File: config.mk
export PLATFORM = sky130hd
export DESIGN_NAME = seq_restoring_divider
export DESIGN_NICKNAME = d
export VERILOG_FILES = /design/src/rtl/seq_restoring_divider.sv
export SDC_FILE = /design/constraint.sdc
export NUM_CORES = 1
export LEC_CHECK = 0
export ABC_AREA = 1
export CORE_UTILIZATION = 25
export CTS_CLUSTER_DIAMETER = 40
export DETAILED_ROUTE_END_ITERATION = 16
export PLACE_DENSITY_LB_ADDON = 0.1
export SLEW_MARGIN = 0
export SYNTH_ARGS = -nofsm -noshare
export SYNTH_HDL_FRONTEND = slang
export SYNTH_SLANG_ARGS = --single-unit
File: constraint.sdc
create_clock -name clk -period 2.3 [get_ports clk]
set_input_delay 0.345 -clock clk [delete_from_list [all_inputs] [get_ports clk]]
set_output_delay 0.345 -clock clk [all_outputs]
set_load 0.005 [all_outputs]
File: src/rtl/seq_restoring_divider.sv
// seq_restoring_divider
//   Iterative unsigned restoring divider. Resolves BITS_PER_CYCLE quotient
//   bits per clock with a chain of trial-subtract/restore steps, MSB first.
//
// Ports:
//   clk          rising-edge clock
//   rst_n        asynchronous active-low reset
//   in_valid     operands valid
//   in_ready     divider idle, can accept operands
//   dividend     unsigned dividend  [WIDTH]
//   divisor      unsigned divisor   [WIDTH]
//   out_valid    result valid (held until out_ready)
//   out_ready    consumer accepts result
//   quotient     unsigned quotient  [WIDTH]
//   remainder    unsigned remainder [WIDTH]
//   div_by_zero  divisor was zero for this result
//
// Divide-by-zero returns quotient = all ones, remainder = dividend.
module seq_restoring_divider #(
  parameter int WIDTH          = 8,
  parameter int BITS_PER_CYCLE = 1
) (
  input  logic             clk,
  input  logic             rst_n,
  input  logic             in_valid,
  output logic             in_ready,
  input  logic [WIDTH-1:0] dividend,
  input  logic [WIDTH-1:0] divisor,
  output logic             out_valid,
  input  logic             out_ready,
  output logic [WIDTH-1:0] quotient,
  output logic [WIDTH-1:0] remainder,
  output logic             div_by_zero
);

  localparam int STEPS = WIDTH / BITS_PER_CYCLE;
  localparam int CNT_W = $clog2(STEPS + 1);

  if (WIDTH < 2) begin : g_bad_width
    $error("seq_restoring_divider: WIDTH must be 2 or more");
  end
  if (WIDTH % BITS_PER_CYCLE != 0) begin : g_bad_bpc
    $error("seq_restoring_divider: BITS_PER_CYCLE must divide WIDTH");
  end

  typedef enum logic [1:0] {IDLE, CALC, DONE} state_t;

  state_t           state_reg;
  logic [WIDTH-1:0] rem_reg;      // partial remainder, always < divisor
  logic [WIDTH-1:0] shift_reg;    // dividend bits shift out MSB, quotient bits shift in LSB
  logic [WIDTH-1:0] divisor_reg;
  logic [CNT_W-1:0] count_reg;

  // Step chain: element 0 is the registered state, element k is the state
  // after k trial-subtract/restore steps within this clock.
  logic [WIDTH-1:0] rem_chain [BITS_PER_CYCLE+1];
  logic [WIDTH-1:0] q_chain   [BITS_PER_CYCLE+1];

  assign rem_chain[0] = rem_reg;
  assign q_chain[0]   = shift_reg;

  for (genvar gi = 0; gi < BITS_PER_CYCLE; gi++) begin : g_step
    logic [WIDTH:0] shifted;
    logic [WIDTH:0] diff;
    logic           borrow;

    assign shifted = {rem_chain[gi], q_chain[gi][WIDTH-1]};
    // shifted < 2*divisor, so on WIDTH+1 bits the MSB of the difference is
    // set exactly when shifted < divisor (the subtraction wrapped).
    assign diff   = shifted - {1'b0, divisor_reg};
    assign borrow = diff[WIDTH];
    // On borrow, shifted < divisor < 2^WIDTH, so its low WIDTH bits are exact.
    assign rem_chain[gi+1] = borrow ? shifted[WIDTH-1:0] : diff[WIDTH-1:0];
    assign q_chain[gi+1]   = {q_chain[gi][WIDTH-2:0], ~borrow};
  end

  always_ff @(posedge clk or negedge rst_n) begin
    if (!rst_n) begin
      state_reg   <= IDLE;
      in_ready    <= 1'b1;
      out_valid   <= 1'b0;
      quotient    <= '0;
      remainder   <= '0;
      div_by_zero <= 1'b0;
      count_reg   <= '0;
      rem_reg     <= '0;
      shift_reg   <= '0;
      divisor_reg <= '0;
    end else begin
      case (state_reg)
        IDLE: begin
          if (in_valid) begin
            divisor_reg <= divisor;
            in_ready    <= 1'b0;
            if (divisor == '0) begin
              quotient    <= '1;
              remainder   <= dividend;
              div_by_zero <= 1'b1;
              out_valid   <= 1'b1;
              state_reg   <= DONE;
            end else begin
              rem_reg   <= '0;
              shift_reg <= dividend;
              count_reg <= CNT_W'(STEPS);
              state_reg <= CALC;
            end
          end
        end
        CALC: begin
          rem_reg   <= rem_chain[BITS_PER_CYCLE];
          shift_reg <= q_chain[BITS_PER_CYCLE];
          count_reg <= count_reg - CNT_W'(1);
          // Last group of bits: publish the result on the same edge.
          if (count_reg == CNT_W'(1)) begin
            quotient    <= q_chain[BITS_PER_CYCLE];
            remainder   <= rem_chain[BITS_PER_CYCLE];
            div_by_zero <= 1'b0;
            out_valid   <= 1'b1;
            state_reg   <= DONE;
          end
        end
        DONE: begin
          if (out_ready) begin
            out_valid <= 1'b0;
            in_ready  <= 1'b1;
            state_reg <= IDLE;
          end
        end
        default: begin
          state_reg <= IDLE;
          in_ready  <= 1'b1;
          out_valid <= 1'b0;
        end
      endcase
    end
  end

endmodule

Word-level counts from Yosys, hierarchy flattened
Index checks and enable logic that the tools add are counted.
{"block": "op_classes", "reduce_logical": 9, "n_bitwise": 2, "n_eq_ne": 8, "n_addsub": 2, "n_mux": 33}
{"op": "2-to-1 mux 8 bit", "n": 11}
{"op": "one-hot mux 8 bit (2 select lines)", "n": 4}
{"op": "!= test 2 bit (second input constant)", "n": 5}
{"op": "AND reduction 3 bit", "n": 3}
{"op": "subtractor 9 x 8 -> 9 bit", "n": 1}
{"op": "logical NOT 8 bit", "n": 1}
{"op": "2-to-1 mux 2 bit", "n": 4}
{"op": "2-to-1 mux 4 bit", "n": 2}
{"op": "one-hot mux 4 bit (2 select lines)", "n": 1}
{"op": "AND reduction 4 bit", "n": 2}
{"op": "2-to-1 mux 1 bit", "n": 7}
{"op": "one-hot mux 1 bit (3 select lines)", "n": 2}
{"op": "one-hot mux 2 bit (3 select lines)", "n": 1}
{"op": "== test 4 x 1 -> 1 bit (second input constant)", "n": 1}
{"op": "subtractor 4 x 1 -> 4 bit (second input constant)", "n": 1}
{"op": "== test 2 x 1 -> 1 bit (second input constant)", "n": 1}
{"op": "== test 2 bit (second input constant)", "n": 1}
{"op": "logical NOT 2 bit", "n": 1}
{"op": "inverter 1 bit", "n": 2}
{"op": "one-hot mux 1 bit (2 select lines)", "n": 1}
{"op": "AND reduction 2 bit", "n": 1}
{"op": "nonzero test 2 bit", "n": 1}
{"block": "word_totals", "reg_bits": 49, "inputBits": 20, "wordCells": 64}

Depth between registers and ports, before layout
{"block": "logic_depth", "word_depth": 4, "ltp_mapped": 14, "mapped_depth_nobuf": 14}

Worst setup path after synthesis
OpenSTA, ideal clock, no wires.
{"block": "synth_path", "kind": "reg-to-reg", "from": "register shift_reg[7]", "to": "register remainder[7]", "setup_time_ns": 0.113, "setup_slack_ns": 0.498, "required_ns": 2.187, "path_stages_with_launch": 15, "arrival_time_ns": 1.689, "path_cell_list": "dfrtp_1 -> inv_1 -> ha_1 -> inv_1 -> fa_1 -> nand2_1 -> nand2_2 -> nand3_2 -> nand2_2 -> nand2_1 -> nand2_4 -> nand3_1 -> nand3_1 -> nand2_1 -> inv_1"}
{"block": "synth_between", "elab_chain_len": 4}
{"item": "start: declaration", "line_no": "50", "text": "logic [WIDTH-1:0] shift_reg;"}
{"item": "start signal: assignment", "line_no": "103", "text": "shift_reg <= dividend;"}
{"item": "start signal: assignment", "line_no": "111", "text": "shift_reg <= q_chain[BITS_PER_CYCLE];"}
{"item": "subtractor 9 x 8 -> 9 bit", "line_no": "70", "text": "assign diff = shifted - {1'b0, divisor_reg};"}
{"item": "2-to-1 mux 8 bit", "line_no": "73", "text": "assign rem_chain[gi+1] = borrow ? shifted[WIDTH-1:0] : diff[WIDTH-1:0];"}
{"item": "2-to-1 mux 8 bit", "line_no": "114", "text": "if (count_reg == CNT_W'(1)) begin"}
{"item": "one-hot mux 8 bit (2 select lines)", "line_no": "90", "text": "case (state_reg)"}
{"item": "end signal: assignment", "line_no": "97", "text": "remainder <= dividend;"}
{"item": "end signal: assignment", "line_no": "116", "text": "remainder <= rem_chain[BITS_PER_CYCLE];"}
{"item": "end: declaration", "line_no": "32", "text": "output logic [WIDTH-1:0] remainder,"}
Every way passes these cells. The select of a mux whose other input is x is not followed.
A chain may end at the register's enable or synchronous reset.

Worst setup path in the final report
{"block": "layout_path", "from": "register shift_reg[7]", "to": "register remainder[1]"}
Same word-level chain as after synthesis.

==> impl_results.md <==
- CTS buffer count: 5
- Top cells by area, synth: dfrtp_1 44%, nand2_1 13%, inv_1 8.5%, nand3_1 6.9%, ha_1 4.6%
- PortBufs: 38
- Hold WC Path Type: primary input to asynchronous set/reset pin
- Ys Warns: 0
- Initial Utilization: 0.262
- Sequential cell area: 0.00123 mm²
- Vias post-DR: 2306
- Crit. Startpoint: shift_reg[7]$_DFFE_PN0P_
- Final Hold Fails: 0
- Clock Path Buffers: 2
- Mean post-synth cell area: 7.61 µm²
- Avg WL per Cell: 12.4 µm
- Tmin final: 2.00 ns
- Fin crit share: 0.868
- Area of the multi-input gates: 0.00122 mm²
- Final setup fails: 0
- Setup TNS: 0 ns
- Syn nets: 392
- Post-synthesis sequential area ratio: 0.447
- Req. time, crit path: 2.55 ns
- Initial antenna violation count: 0
- Critical path type: flop to flop
- Synth Instances: 361
- Pwr/cell area: 1500 mW/mm²
- Arrival time worst endpoint: 2.25 ns
- Vias in the first global route: 2326
- Die height: 107 µm
- Slew Limit Fails: 0
- Top cell type's share of synthesized area: 0.437
- Fill cells: 1113
- Floorplan row count: 37
- Clock-pin slew on the worst setup and hold paths: 0.10 ns
- Num ports: 39
- Cell taking the most area after synthesis: dfrtp_1
- Total track usage: 0.126
- Global-route wire length before repair: 11.3 mm
- Core Region: 0.0105 mm²
- Overall power: 0.00510 W
- Post-synth top cells: 96 x nand2_1, 62 x inv_1, 48 x dfrtp_1, 38 x nand3_1, 31 x nor2_1
- Routability cong.: 0.765
- CTS tree: done
- Hold buffer count at CTS: 0
- Final HPWL DP: 5.13 mm
- Worst setup EP type: flop
- Startpoint type of the worst setup path: flop
- Max frequency: 501 MHz
- Crit Path Max Fanout: 10
- Max_cap viols: 0
- Number of synthesized flops with an enable pin: 0
- # H-tree levels: 2
- Rel. slew slack: 0.626
- DRT Pass-1 Iters: 4
- Die width: 107 µm
- Drt initial violations: 62
- RSZ-0062 raised after global routing: false
- CTS root buffer: clkbuf_8
- Status: finished clean
- Post-synth top flop: dfrtp_1
- #FFs+latches synth: 49
- Die ar.: 0.0114 mm²
- DRC viols: 0
- ANT cells: 0
- Largest net degree at the start of global routing: 29
- Unique masters post-synth: 31
- Most frequent cell after synthesis: nand2_1
- Area delta synth->final: 23.9%
- Lkg Pwr: 1.75 nW
- Gr ovfl total: 0
- Drt total wl: 6.71 mm
- Vias/cell: 4.28
- Clock Skew: 0.00807 ns
- Final nets: 433
- Clock insertion delay at the later pin of the skew report: 0.30 ns
- Resized cells post-CTS: 0
- Worst r2r src: shift_reg[7]$_DFFE_PN0P_
- Worst Max-Slew Pin Slew: 0.562 ns
- Worst vdd ir: 0.408 mV
- Clk sinks: 49
- Mapped Area: 0.00275 mm²
- Antenna-violating nets left: 0
- Async SR Flop Fraction: 1.00
- Layout cell share with drive strength beyond 1: 0.0943
- Setup bufs post-CTS: 0
## worst paths after layout
kind / end / slack, ns / cells after the start
worst max-delay path: remainder[1]$_DFFE_PN0P_ / 0.30 / 13
worst min-delay path: divisor_reg[5]$_DFFE_PN0P_ / 0.02 / 1
worst max register to register: remainder[1]$_DFFE_PN0P_ / 0.30 / 13
worst min register to register: quotient[3]$_DFFE_PN0P_ / 0.50 / 2
max in group asynchronous: remainder[1]$_DFFE_PN0P_ / 1.73 / 2
min in group clk: quotient[3]$_DFFE_PN0P_ / 0.50 / 2
## layer usage
metal,GRT usage,wire (µm),vias to the layer above
met4,0.0342,84,0
met2,0.209,3150,34
li1,-,-,1197
met5,0,0,-
met1,0.171,3220,1069
met3,0.0207,246,6
## final cells by class
class,instances,area share
clock inverters,2,0.00404
well taps,136,0.0500
multi-input cells,238,0.360
inverters,64,0.0706
flip-flops and latches,49,0.361
clock buffers,6,0.0243
repair buffers,44,0.131
## kinds of logic (layout without fill, tap and decap cells)
family          after synthesis  after routing  synth area share
fa+ha+maj                    11             11            0.0528
xor+xnor                      5              5            0.0159
buf+inv                      74            116             0.108
compound gates               35             35            0.0742
flops                        49             49             0.447
simple gates                187            187             0.303
## cell usage in the layout (no fill, tap or decap), types with 4 or more instances in the layout
cell             instances
dfrtp_1                 48
o21ai_0                 19
clkdlybuf4s50_1         37
ha_1                    10
nor2_1                  31
nand2_2                  7
nand3_1                 38
nor2_2                   6
clkbuf_8                 6
a31oi_1                  8
nand2_1                 96
buf_4                    4
inv_1                   62
## metrics by stage
step	setup slack [ns]	cell area, µm²	cells	hold WS [ns]	util
6_report	0.303	3400	539	0.0166	0.324
3_3_place_gp	0.285	3310	531	0.377	0.315
2_1_floorplan	0.498	2750	361	0.0494	-
4_1_cts	0.271	3400	539	0.0356	0.324
5_1_grt	0.104	3400	539	0.0646	0.324
3_5_place_dp	0.266	3310	531	0.383	0.315
## power by group
group,switching [W],internal [W]
Sequential,0.000262,0.00129
Clock,0.000305,0.000245
Combinational,0.00176,0.00123
## worst max-delay path, stage by stage, from the launching register on
cell	delay, ns
dfrtp_1	0.41
inv_1	0.06
ha_1	0.12
inv_1	0.06
fa_1	0.40
nand2_1	0.09
nand2_2	0.07
nand3_2	0.10
nand3_1	0.12
nand2_4	0.17
nand3_1	0.11
nand3_1	0.13
nand2_1	0.06
inv_1	0.05
No activity file was read; power rests on OpenSTA's default activity.
